==> config.mk <==
export PLATFORM = sky130hd
export DESIGN_NAME = z16_uart_tx_mmio
export DESIGN_NICKNAME = d
export VERILOG_FILES = /design/src/rtl/z16_uart_tx_mmio.sv
export SDC_FILE = /design/constraint.sdc
export NUM_CORES = 1
export LEC_CHECK = 0
export ABC_AREA = 1
export CORE_MARGIN = 1.5
export CORE_UTILIZATION = 35
export DETAILED_ROUTE_END_ITERATION = 10
export PLACE_DENSITY = 0.61
export SYNTH_ARGS = -nofsm -noshare
export SYNTH_HDL_FRONTEND = slang
export SYNTH_SLANG_ARGS = --single-unit
==> constraint.sdc <==
create_clock -name i_clk -period 2.1 [get_ports i_clk]
set_clock_uncertainty 0.05 [all_clocks]
set_input_delay 0.42 -clock i_clk [delete_from_list [all_inputs] [get_ports i_clk]]
set_output_delay 0.42 -clock i_clk [all_outputs]
set_load 0.1 [all_outputs]
==> src/rtl/z16_uart_tx_mmio.sv <==
// ---------------------------------------------------------------------------
// z16_uart_tx_mmio
//
// Memory-mapped UART transmitter on the Z16 data-store path. CPU stores to
// TX_ADDR push the low byte of the store data into a small FIFO. A
// four-state FSM pops bytes and serialises them 8N1 (start, 8 data bits LSB
// first, stop) on o_tx. A status word is returned combinationally for the
// CPU load-select path whenever i_addr selects STAT_ADDR.
//
// Ports:
//   i_clk    in   1  system clock, rising edge
//   i_rst_n  in   1  asynchronous active-low reset
//   i_wen    in   1  CPU store strobe, one cycle per store
//   i_addr   in  16  CPU data address (ALU result)
//   i_wdata  in  16  CPU store data; [7:0] is transmitted, [2] clears overflow
//   o_rdata  out 16  status {13'b0, overflow, busy, full} at STAT_ADDR, else 0
//   o_tx     out  1  serial line, idle high, driven from a flop
//   o_busy   out  1  FIFO non-empty or frame in progress
//
// Store handshake: there is no back-pressure. A store strobe (i_wen with
// i_addr == TX_ADDR) is accepted on the rising edge where the FIFO is not
// full; "full" is taken from the pointers before that edge, so a same-edge
// pop never makes room for the push. A refused store is dropped and sets the
// sticky overflow bit, which a store to STAT_ADDR with bit 2 set clears.
// ---------------------------------------------------------------------------
module z16_uart_tx_mmio #(
    parameter int          CLK_HZ     = 27000000,
    parameter int          BAUD       = 115200,
    parameter int          FIFO_DEPTH = 4,
    parameter logic [15:0] TX_ADDR    = 16'h0078,
    parameter logic [15:0] STAT_ADDR  = 16'h0076
) (
    input  logic        i_clk,
    input  logic        i_rst_n,
    input  logic        i_wen,
    input  logic [15:0] i_addr,
    input  logic [15:0] i_wdata,
    output logic [15:0] o_rdata,
    output logic        o_tx,
    output logic        o_busy
);

    localparam int DIVISOR = CLK_HZ / BAUD;
    localparam int CNT_W   = (DIVISOR > 2) ? $clog2(DIVISOR) : 1;
    localparam int IDX_W   = $clog2(FIFO_DEPTH);
    localparam int PTR_W   = IDX_W + 1;

    localparam logic [CNT_W-1:0] CNT_LAST = CNT_W'(DIVISOR - 1);
    localparam logic [CNT_W-1:0] CNT_ZERO = '0;
    localparam logic [PTR_W-1:0] PTR_ONE  = PTR_W'(1);

    typedef enum logic [1:0] {
        S_IDLE  = 2'd0,
        S_START = 2'd1,
        S_DATA  = 2'd2,
        S_STOP  = 2'd3
    } state_t;

    // ------------------------------------------------------------------
    // Store decode
    // ------------------------------------------------------------------
    logic push_req;
    logic push;
    logic drop;
    logic ovf_clr;
    logic pop;

    assign push_req = i_wen && (i_addr == TX_ADDR);
    assign ovf_clr  = i_wen && (i_addr == STAT_ADDR) && i_wdata[2];

    // Upper store byte is never transmitted.
    logic unused_wdata_hi;
    assign unused_wdata_hi = ^i_wdata[15:8];

    // ------------------------------------------------------------------
    // TX FIFO: pointers carry one extra wrap bit so full and empty are
    // distinguishable without a separate count.
    // ------------------------------------------------------------------
    logic [7:0]       fifo_mem [FIFO_DEPTH];
    logic [PTR_W-1:0] wr_ptr;
    logic [PTR_W-1:0] rd_ptr;
    logic             fifo_full;
    logic             fifo_empty;
    logic [7:0]       fifo_head;

    assign fifo_empty = (wr_ptr == rd_ptr);
    assign fifo_full  = (wr_ptr[PTR_W-1] != rd_ptr[PTR_W-1]) &&
                        (wr_ptr[IDX_W-1:0] == rd_ptr[IDX_W-1:0]);
    assign fifo_head  = fifo_mem[rd_ptr[IDX_W-1:0]];

    assign push = push_req && !fifo_full;
    assign drop = push_req && fifo_full;

    always_ff @(posedge i_clk) begin
        if (push) begin
            fifo_mem[wr_ptr[IDX_W-1:0]] <= i_wdata[7:0];
        end
    end

    always_ff @(posedge i_clk or negedge i_rst_n) begin
        if (!i_rst_n) begin
            wr_ptr <= '0;
            rd_ptr <= '0;
        end else begin
            if (push) begin
                wr_ptr <= wr_ptr + PTR_ONE;
            end
            if (pop) begin
                rd_ptr <= rd_ptr + PTR_ONE;
            end
        end
    end

    // ------------------------------------------------------------------
    // Sticky overflow flag
    // ------------------------------------------------------------------
    logic overflow;

    always_ff @(posedge i_clk or negedge i_rst_n) begin
        if (!i_rst_n) begin
            overflow <= 1'b0;
        end else if (drop) begin
            overflow <= 1'b1;
        end else if (ovf_clr) begin
            overflow <= 1'b0;
        end
    end

    // ------------------------------------------------------------------
    // Serialiser FSM
    // ------------------------------------------------------------------
    state_t           state_q;
    state_t           state_d;
    logic [CNT_W-1:0] baud_cnt_q;
    logic [CNT_W-1:0] baud_cnt_d;
    logic [2:0]       bit_idx_q;
    logic [2:0]       bit_idx_d;
    logic [7:0]       shift_q;
    logic [7:0]       shift_d;
    logic             tx_q;
    logic             tx_d;
    logic             baud_tc;

    assign baud_tc = (baud_cnt_q == CNT_LAST);

    always_ff @(posedge i_clk or negedge i_rst_n) begin
        if (!i_rst_n) begin
            state_q    <= S_IDLE;
            baud_cnt_q <= '0;
            bit_idx_q  <= '0;
            shift_q    <= '0;
            tx_q       <= 1'b1;
        end else begin
            state_q    <= state_d;
            baud_cnt_q <= baud_cnt_d;
            bit_idx_q  <= bit_idx_d;
            shift_q    <= shift_d;
            tx_q       <= tx_d;
        end
    end

    always_comb begin
        state_d    = state_q;
        baud_cnt_d = baud_cnt_q;
        bit_idx_d  = bit_idx_q;
        shift_d    = shift_q;
        pop        = 1'b0;

        case (state_q)
            S_IDLE: begin
                if (!fifo_empty) begin
                    pop        = 1'b1;
                    shift_d    = fifo_head;
                    baud_cnt_d = CNT_ZERO;
                    state_d    = S_START;
                end
            end
            S_START: begin
                if (baud_tc) begin
                    baud_cnt_d = CNT_ZERO;
                    bit_idx_d  = 3'd0;
                    state_d    = S_DATA;
                end else begin
                    baud_cnt_d = baud_cnt_q + 1'b1;
                end
            end
            S_DATA: begin
                if (baud_tc) begin
                    baud_cnt_d = CNT_ZERO;
                    if (bit_idx_q == 3'd7) begin
                        state_d = S_STOP;
                    end else begin
                        shift_d   = {1'b0, shift_q[7:1]};
                        bit_idx_d = bit_idx_q + 3'd1;
                    end
                end else begin
                    baud_cnt_d = baud_cnt_q + 1'b1;
                end
            end
            S_STOP: begin
                if (baud_tc) begin
                    baud_cnt_d = CNT_ZERO;
                    state_d    = S_IDLE;
                end else begin
                    baud_cnt_d = baud_cnt_q + 1'b1;
                end
            end
            default: begin
                state_d = S_IDLE;
            end
        endcase
    end

    // The line level is computed from the next state so the start bit
    // appears on the same edge that pops the byte.
    always_comb begin
        tx_d = 1'b1;
        case (state_d)
            S_START: tx_d = 1'b0;
            S_DATA:  tx_d = shift_d[0];
            default: tx_d = 1'b1;
        endcase
    end

    // ------------------------------------------------------------------
    // Outputs
    // ------------------------------------------------------------------
    assign o_tx   = tx_q;
    assign o_busy = (state_q != S_IDLE) || !fifo_empty;

    always_comb begin
        o_rdata = 16'h0000;
        if (i_addr == STAT_ADDR) begin
            o_rdata = {13'b0, overflow, o_busy, fifo_full};
        end
    end

endmodule

==> impl_results.md, run 1 <==
* Gr usage total at between 10% and 20%
* Max VDD drop at between 0.4 and 0.5 mV
* Slowest CP cell: or2_1
* Reg2Reg Setup Slack at between 0.3 and 0.4 ns
* Synth cell types at 36
* Fin nets at 434
* # diodes at 0
* Crit. Startpoint: i_addr[0]
* Antenna violations before repair at 0
* Top post-synthesis cells by area: edfxtp_1 (31%), dfrtp_1 (22%), nand2_1 (6.7%)
* Layout cells sized above 1 at about a quarter
* Crit-path cells: clkdlybuf4s15_1 -> or2_1 -> nor3_4 -> nand3_4 -> a31oi_4 -> buf_12
* Final core utilization at 46.81%
* Synth Flop Type: edfxtp_1
* Largest net degree at the start of global routing at 30
* Slew Viols, Final at 0
* Synthesized area at 3125 um^2
* Routed vias/inst at around 4.6
* CTS tree: yes
* Crit end category: primary output
* Initial core utilization at a little over a third
* DR WL/cell at between 10 and 15 um
* Largest delay share family, worst path: simple AND/OR/NAND/NOR gates
* Avg Inst Size Synth at a little under 10 um^2
* Most instantiated library cell after synthesis: nand2_1
* Seq cells post-synth at 61
* Worst path max stage delay at 0.27 ns
* Pre-CTS WS at -0.2708 ns
* Port Buf Inserts at 31
* Setup TNS at 0 ns
* Fin cells at 503
* Post-synth top area share at 30.74%
* I/O Pins at 53
* Synth warnings at 0
* Worst R2R End: fifo_mem[3][4]
* Crit path depth at 6
* First-pass GRT wire length at a little over 10000 um
* Max-Cap Viols at 0
* # clock sinks at around 60
* Crit Path Max Fanout at 4
* Critical path type: in2out
* Startpoint types: input port
* Pwr dens at 610.8 nW/um^2
* Crit path buf inv count at 2
* Core Region at about 8700 um^2
* Die Span X at 97.50 um
* Vias at around 2300
* Tcrit/Tclk final at slightly below 100%
* Adder-cell share of the synthesized area at between 3 and 4%
* Complex-gate fraction of the synthesized area at around 9%
* Global route overflow at 0
* Placed cells at roughly 470
* Placed standard-cell area at about 3700 um^2
* Largest family of logic cells by synthesized area: simple AND/OR/NAND/NOR gates
* Worst r2r src: rd_ptr[1]
* # setup viols final at 0
* CTS buffer count at 9
* Clock tree buffer depth at 2
* Simple-gate portion of the synthesized area at approximately a fifth
* Die height at between 90 and 100 um
* Clk root buf: clkbuf_8
* DR iter-0 viols at just over 90
* Worst Path Required at around 1.6 ns
* Total power at 2.482 mW
* EDFF count, synth at 32
* Critical Path AT at between 1.5 and 2 ns
* Final hold vios at 0
* Design Area, Final at ~4100 um^2
* H-tree Lvls at 3
* Tightest Hold Check Type: in2async
* Worst Slack Setup Final at 0.04905 ns
* Routed wire length at between 5000 and 6000 um
* Die area at between 9000 and 10000 um^2
* Sw frac at 25.00%
* Post-DRT Antenna Nets at 0
* Synth Instances at about 320
* Seq pwr share at 50.8%
* Layout area overhead at 29.98%
* Post-route minimum period at between 2 and 2.5 ns
* Worst R2R Path Depth at 8
* Psw at about 0.62 mW
* Residual DRC at 0
* FP Rows at 34
* Hold buffers post-CTS at 0
* Internal cell power at ~1.9 mW
* Gp weighted congestion at 0.7634
* Fmax at a little under 0.5 GHz
* Post-synth ARST share at 47.54%
* Combinational power share at under 10%
* Clock power share at 41.6%
* Register area share after synthesis at a little over half
* Vias in the first global route at ~2300
* Lkg Pwr at approximately 1.8 nW
* Status: finished, final reports clean
* Mux cell area share after synthesis at 0%
* DRT Pass-1 Iters at 5
* DP HPWL at between 4000 and 5000 um
* CTS clk-pin slew, worst paths at roughly 0.070 ns
* Clk Latency, worst-skew pair at 0.34 ns
* Post-synth top cells: nand2_1 (56), inv_1 (35), edfxtp_1 (32), nor2_1 (31), dfrtp_1 (28)
* Top cell type by total area after synthesis: edfxtp_1
* CP endpoint: o_rdata[1]
* Worst hold slack at between 0.4 and 0.5 ns
* Synth Area in XOR/XNOR at 2.762%
-- layer usage --
metal / wire length (um) / track usage (%) / up-vias
li1: - / - / 1184
met1: 2752 / 16.60 / 1059
met2: 2927 / 22.70 / 44
met3: 220 / 4.173 / 8
met4: 76 / 5.055 / 0
met5: 0 / 0 / -
-- cell families (layout without fill, tap and decap cells) --
logic type / after synthesis / in the layout
simple gates: 133 / 133
flops: 61 / 61
buf+inv: 58 / 122
compound gates: 48 / 48
fa+ha+maj: 9 / 9
xor+xnor: 9 / 9
other cells: 1 / 13
-- worst reg2reg max path: cells and delay by family, from the launching register on --
family | cells | cell delay (ns)
buffers and inverters | 2 | 0.34
AND/OR/NAND/NOR | 6 | 0.59
flip-flops | 1 | 0.46
-- final cells by class --
class | instances | area (um^2)
clock buffers | 9 | 123.9
flip-flops and latches | 61 | 1690
clock inverters | 7 | 73.82
inverters | 41 | 163.9
multi-input cells | 212 | 1264
well taps | 108 | 135.1
fillers | 823 | 4616
repair buffers | 65 | 611.8
-- sequential cells by signal (all words and copies together) (netlist names) --
register    flops
shift_q         8
wr_ptr          3
fifo_mem       32
state_q         2
overflow        1
baud_cnt_q      8
bit_idx_q       3
rd_ptr          3
o_tx            1
-- power by group through the flow --
stage                     registers (mW)  logic [mW]  clock network, mW
after floorplan                     1.29       0.130                  0
after global placement              1.28       0.185                  0
after detailed placement            1.28       0.187                  0
after CTS                           1.26       0.190               1.06
after global routing                1.26       0.200               1.11
final                               1.26       0.189               1.03
-- repair_timing --
action	CTS	global route
endpoints found under the hold margin	0	0
resized for setup	32	15
pin swaps	13	11
setup buffers	11	5
endpoints found under the setup margin	4	4
-- worst min path at each step --
stage	to	cells past startpoint	start
finish	baud_cnt_q[5]	2	i_rst_n
global placement	bit_idx_q[2]	2	bit_idx_q[2]
floorplan	baud_cnt_q[0]	0	i_rst_n
global route	baud_cnt_q[3]	2	i_rst_n
detailed placement	bit_idx_q[2]	2	bit_idx_q[2]
CTS	baud_cnt_q[3]	2	i_rst_n
-- layout by cell type, fill, tap and decap left out, drive strengths merged, types with 8 or more instances in the layout --
cell type	synthesis	layout
o22ai	14	14
conb	1	13
ha	9	9
clkdlybuf4s50	0	10
nand2	64	64
nor2	34	34
inv	41	43
o21ai	27	27
buf	17	39
xor2	8	8
edfxtp	32	32
nand4	9	9
clkbuf	0	10
nand3	18	18
dfrtp	28	28
Note: power is estimated with default switching activity, not from simulation.
==> run 2, diff against run 1 <==
--- a/config.mk
+++ b/config.mk
@@ -13,3 +13,4 @@
 export SYNTH_ARGS = -nofsm -noshare
 export SYNTH_HDL_FRONTEND = slang
 export SYNTH_SLANG_ARGS = --single-unit
+export TNS_END_PERCENT = 30
==> run 2 against run 1 <==
Sequential share of layout area about the same. Utilization about the same. Setup slack better by 0.00051 ns. Critical endpoint unchanged. Power hardly changed.
==> impl_results.md, run 2 (synthesis gave the netlist of run 1 again) <==
* H-tree Lvls at 3 (unchanged)
* Layout area overhead at 29.86% (was 29.98%)
* Crit end category: primary output (unchanged)
* Fillers at 824 (was 823)
* Post-DRT Antenna Nets at 0 (unchanged)
* Port Buf Inserts at 31 (unchanged)
* Initial core utilization at 36.01% (unchanged)
* Flip-flop count of the largest register after layout at 32 (unchanged)
* Gp weighted congestion at 0.7634 (unchanged)
* Internal cell power at 1.861 mW (about the same)
* FP Rows at 34 (unchanged)
* Worst R2R Path Depth at 8 (unchanged)
* Global route overflow at 0 (unchanged)
* Tightest Hold Check Type: in2async (unchanged)
* Worst Slack Setup Final at 0.04957 ns (was 0.04905 ns)
* Fmax at 0.4877 GHz (was 0.4876 GHz)
* Final core utilization at 46.77% (was 46.81%)
* Post-route minimum period at 2.050 ns (was 2.051 ns)
* Worst R2R End: fifo_mem[3][4] (unchanged)
* DR WL/cell at 11.87 um (was 11.88 um)
* Vias at 2310 (was 2295)
* Residual DRC at 0 (unchanged)
* Worst path max stage delay at 0.27 ns (about the same)
* CTS tree: yes (unchanged)
* Pre-CTS WS at -0.2708 ns (unchanged)
* Status: finished, final reports clean (unchanged)
* Die Span X at 97.50 um (unchanged)
* Most common cell after layout, fill and taps aside: nand2_1 (unchanged)
* CTS buffer count at 9 (unchanged)
* Reg2Reg Setup Slack at 0.34 ns (was 0.35 ns)
* Total power at 2.482 mW (about the same)
* Combinational power share at 7.6% (about the same)
* DR iter-0 viols at 88 (was 93)
* Clock tree buffer depth at 2 (unchanged)
* # clock sinks at 61 (unchanged)
* Routed vias/inst at 4.592 (was 4.563)
* DP HPWL at 4225 um (unchanged)
* Psw at 0.6208 mW (was 0.6203 mW)
* Seq pwr share at 50.8% (about the same)
* Commonest non-fill, non-tap cells in the layout: nand2_1 (51), buf_4 (34), edfxtp_1 (32) (was nand2_1 (51), buf_4 (33), edfxtp_1 (32))
* Worst Path Required at 1.63 ns (about the same)
* RSZ-0062 raised after global routing: true
* Clk root buf: clkbuf_8 (unchanged)
* Slowest CP cell: or2_1 (unchanged)
* # setup viols final at 0 (unchanged)
* Startpoint types: input port (unchanged)
* Crit-path cells: clkdlybuf4s15_1 -> or2_1 -> nor3_4 -> nand3_4 -> a31oi_4 -> buf_12 (unchanged)
* Max VDD drop at 0.4258 mV (was 0.4255 mV)
* Routed wire length at 5969 um (was 5975 um)
* Clock power share at 41.6% (about the same)
* Pwr dens at 611.5 nW/um^2 (was 610.8 nW/um^2)
* Critical path type: in2out (unchanged)
* Die height at 97.50 um (unchanged)
* I/O Pins at 53 (unchanged)
* Vias in the first global route at 2312 (unchanged)
* Die area at 9506 um^2 (unchanged)
* DRT Pass-1 Iters at 4 (was 5)
* Slew Viols, Final at 0 (unchanged)
* Placed cells at 471 (unchanged)
* Antenna violations before repair at 0 (unchanged)
* Lkg Pwr at 1.764 nW (was 1.766 nW)
* Fin nets at 434 (unchanged)
* Tcrit/Tclk final at 97.64% (was 97.66%)
* Hold buffers post-CTS at 0 (unchanged)
* # diodes at 0 (unchanged)
* Clk Latency, worst-skew pair at 0.34 ns (about the same)
* Max-Cap Viols at 0 (unchanged)
* Core Region at 8678 um^2 (unchanged)
* Sw frac at 25.01% (was 25.00%)
* Largest net degree at the start of global routing at 30 (unchanged)
* CTS clk-pin slew, worst paths at 0.07 ns (about the same)
* Gr usage total at 13.63% (unchanged)
* First-pass GRT wire length at 10210 um (unchanged)
* Worst r2r src: rd_ptr[1] (unchanged)
* Crit Path Max Fanout at 4 (unchanged)
* Layout cells sized above 1 at 26.58% (unchanged)
* Final hold vios at 0 (unchanged)
* Fin cells at 503 (unchanged)
* Critical Path AT at 1.58 ns (about the same)
## run 2: worst max-delay path by stage
stage / startpoint / end / depth (start not counted)
floorplan: i_addr[0] / o_rdata[0] / 4
global placement: i_addr[0] / o_rdata[1] / 6
detailed placement: i_addr[0] / o_rdata[1] / 6
CTS: i_addr[6] / o_rdata[1] / 6
global route: rd_ptr[1] / o_busy / 7
finish: i_addr[0] / o_rdata[1] / 6
## run 2: through the flow
step,hold slack [ns],TNS [ns],cell area [um^2]
detailed placement,0.4300,-6.969,3691
finish,0.4024,0,4059
global route,0.4294,-0.01379,4059
global placement,0.4220,-7.022,3691
CTS,0.4183,-0.004950,4005
floorplan,0.07441,-0.6524,3191
## run 2: repair_timing
action	in CTS	in global routing
endpoints found under the hold margin	0	0
gates resized for setup	32	14
setup buffers	11	5
endpoints found under the setup margin	4	4
pin swaps	13	10
## run 2: final cells by class
class / count / area (um^2) / area share (%)
Tap cell: 108 / 135.1 / 3.329
Clock inverter: 7 / 73.82 / 1.819
Inverter: 41 / 163.9 / 4.038
Multi-Input combinational cell: 212 / 1264 / 31.13
Timing Repair Buffer: 65 / 608.1 / 14.98
Clock buffer: 9 / 123.9 / 3.052
Sequential cell: 61 / 1690 / 41.65
## run 2: per-layer routing
layer	track usage, %	up-vias	wire (um)
met3	4.173	8	212
li1	-	1184	-
met2	22.70	42	2932
met4	5.055	0	74
met1	16.60	1076	2749
met5	0	-	0
## run 2: power by group through the flow
stage          clock [mW]  sequential (mW)  combinational, mW
3_5_place_dp            0             1.28              0.187
6_report             1.03             1.26              0.189
2_1_floorplan           0             1.29              0.130
4_1_cts              1.06             1.26              0.190
3_3_place_gp            0             1.28              0.185
5_1_grt              1.11             1.26              0.200
## run 2: critical path, delay by kind of cell
| family | cells | cell delay, ns |
|---|---|---|
| buf+inv | 2 | 0.38 |
| compound gates | 1 | 0.19 |
| simple gates | 3 | 0.59 |
==> run 3, diff against run 2 <==
--- a/config.mk
+++ b/config.mk
@@ -6,10 +6,10 @@
 export NUM_CORES = 1
 export LEC_CHECK = 0
 export ABC_AREA = 1
-export CORE_MARGIN = 1.5
 export CORE_UTILIZATION = 35
 export DETAILED_ROUTE_END_ITERATION = 10
 export PLACE_DENSITY = 0.61
+export REMOVE_ABC_BUFFERS = 1
 export SYNTH_ARGS = -nofsm -noshare
 export SYNTH_HDL_FRONTEND = slang
 export SYNTH_SLANG_ARGS = --single-unit
==> run 3 against run 2 <==
Sequential power barely moved. Sequential share of layout area decreased by 1.3 points. Final area up 3.3%. Setup slack worse by 0.038 ns. Utilization rose by 1.5 points. Power decreased by 3.6%. Clock power down 11%. Worst hold slack improved by 0.022 ns. Die area down 2.0%. Largest cell class unchanged. Highest routed layer unchanged.
==> impl_results.md, run 3 (synthesis gave the netlist of run 1 again) <==
* DR WL/cell at 12.78 um (was 11.87 um)
* Fmax at 0.4789 GHz (was 0.4877 GHz)
* Tightest Hold Check Type: in2async (unchanged)
* Critical path type: reg2out (was in2out)
* Fin nets at 454 (was 434)
* Die area at 9312 um^2 (was 9506 um^2)
* Crit path buf inv count at 3 (was 2)
* Port Buf Inserts at 31 (unchanged)
* Lkg Pwr at 1.836 nW (was 1.764 nW)
* Worst R2R Path Depth at 8 (unchanged)
* Worst hold slack at 0.4240 ns (was 0.4024 ns)
* Commonest non-fill, non-tap cells in the layout: buf_4 (53), nand2_1 (48), edfxtp_1 (32) (was nand2_1 (51), buf_4 (34), edfxtp_1 (32))
* Clock tree buffer depth at 2 (unchanged)
* Global route overflow at 0 (unchanged)
* Routed vias/inst at 4.579 (was 4.592)
* Residual DRC at 0 (unchanged)
* Status: finished, final reports clean (unchanged)
* Startpoint types: flip-flop (was input port)
* CTS tree: yes (unchanged)
* Largest delay share family, worst path: flip-flops (was simple AND/OR/NAND/NOR gates)
* Post-DRT Antenna Nets at 0 (unchanged)
* Most common cell after layout, fill and taps aside: buf_4 (was nand2_1)
* Max-Cap Viols at 0 (unchanged)
* Setup TNS at 0 ns (unchanged)
* Worst r2r src: bit_idx_q[0] (was rd_ptr[1])
* Total power at 2.392 mW (was 2.482 mW)
* FP Rows at 34 (unchanged)
* Gr usage total at 16.41% (was 13.63%)
* Flip-flop count of the largest register after layout at 32 (unchanged)
* Pwr dens at 570.6 nW/um^2 (was 611.5 nW/um^2)
* # clock sinks at 61 (unchanged)
* Antenna violations before repair at 0 (unchanged)
* Final core utilization at 48.30% (was 46.77%)
* RSZ-0062 raised after global routing: true (unchanged)
* Hold buffers post-CTS at 0 (unchanged)
* H-tree Lvls at 3 (unchanged)
* Max VDD drop at 0.3884 mV (was 0.4258 mV)
* Post-route minimum period at 2.088 ns (was 2.050 ns)
* # setup viols final at 0 (unchanged)
* Vias at 2395 (was 2310)
* CTS buffer count at 9 (unchanged)
* Tcrit/Tclk final at 99.43% (was 97.64%)
* Reg2Reg Setup Slack at 0.31 ns (was 0.34 ns)
* Slowest CP cell: dfrtp_1 (was or2_1)
* Crit end category: primary output (unchanged)
* Gp weighted congestion at 0.7480 (was 0.7634)
* Die height at 96.50 um (was 97.50 um)
* DP HPWL at 4393 um (was 4225 um)
* Layout cells sized above 1 at 31.08% (was 26.58%)
* Initial core utilization at 36.01% (unchanged)
* # diodes at 0 (unchanged)
* Crit Path Max Fanout at 3 (was 4)
* Clk root buf: clkbuf_8 (unchanged)
* Largest net degree at the start of global routing at 30 (unchanged)
* I/O Pins at 53 (unchanged)
* Critical Path AT at 1.62 ns (was 1.58 ns)
* First-pass GRT wire length at 11320 um (was 10210 um)
* Final hold vios at 0 (unchanged)
* Vias in the first global route at 2406 (was 2312)
* Clk Latency, worst-skew pair at 0.34 ns (about the same)
* Worst Path Required at 1.63 ns (about the same)
* Worst R2R End: shift_q[4] (was fifo_mem[3][4])
* CTS clk-pin slew, worst paths at 0.08 ns (was 0.07 ns)
* Slew Viols, Final at 0 (unchanged)
* Die Span X at 96.50 um (was 97.50 um)
* DRT Pass-1 Iters at 5 (was 4)
* Core Region at 8678 um^2 (unchanged)
* Routed wire length at 6686 um (was 5969 um)
* DR iter-0 viols at 104 (was 88)
* Crit-path cells: inv_2 -> nand2_2 -> nand2_2 -> and2_4 -> buf_12 -> a31oi_4 -> buf_12 (was clkdlybuf4s15_1 -> or2_1 -> nor3_4 -> nand3_4 -> a31oi_4 -> buf_12)
* Layout area overhead at 34.11% (was 29.86%)
* Worst path max stage delay at 0.40 ns (was 0.27 ns)
-- run 3: per-stage QoR --
step                area [um^2]  std cells  setup slack (ns)
detailed placement         3716        477           -0.3037
CTS                        4169        522          -0.02336
finish                     4192        523           0.01188
global placement           3716        477           -0.2716
global route               4192        523          -0.04895
floorplan                  3040        314            -1.088
-- run 3: final cells by class --
cell class	count	area (um^2)
Inverter	41	163.9
Timing Repair Buffer	85	758.2
Multi-Input combinational cell	212	1270
Fill cell	821	4487
Clock buffer	9	123.9
Tap cell	108	135.1
Clock inverter	7	48.80
Sequential cell	61	1692
-- run 3: how the worst max path moves through the flow --
stage | startpoint | end | slack [ns] | cells past startpoint
CTS | wr_ptr[1] | o_rdata[1] | -0.02 | 7
global route | wr_ptr[1] | o_rdata[1] | -0.05 | 7
finish | wr_ptr[0] | o_rdata[1] | 0.01 | 7
detailed placement | i_addr[0] | o_rdata[1] | -0.30 | 6
floorplan | rd_ptr[0] | o_rdata[1] | -1.09 | 5
global placement | i_addr[0] | o_rdata[1] | -0.27 | 6
-- run 3: worst register-to-register path, cell delays in order (launching register included) --
cell and delay (ns):
dfrtp_1 0.40, ha_1 0.21, ha_1 0.19, inv_1 0.17
nand4_1 0.26, nand2_2 0.19, inv_2 0.07, nand2_1 0.06
o211ai_1 0.08
-- run 3: per-layer routing --
metal / up-vias / global-route usage, % / share of wire, %
met5: - / 0 / 0
met2: 43 / 27.58 / 51
met3: 6 / 4.695 / 3.3
met4: 0 / 4.779 / 0.79
met1: 1118 / 20.50 / 45
li1: 1228 / - / -
-- run 3: timing repair --
action / CTS / global route
endpoints found under the setup margin: 4 / 5
buffers inserted: 29 / 1
pin swaps: 15 / 11
gates resized for setup: 38 / 17
-- run 3: where the power goes --
part           total (mW)  leakage (nW)  switching, mW  internal [mW]
sequential           1.26         0.641      0.0000328           1.26
clock               0.915        0.0813          0.486          0.429
combinational       0.217          1.11          0.149         0.0672
total                2.39          1.84          0.636           1.76
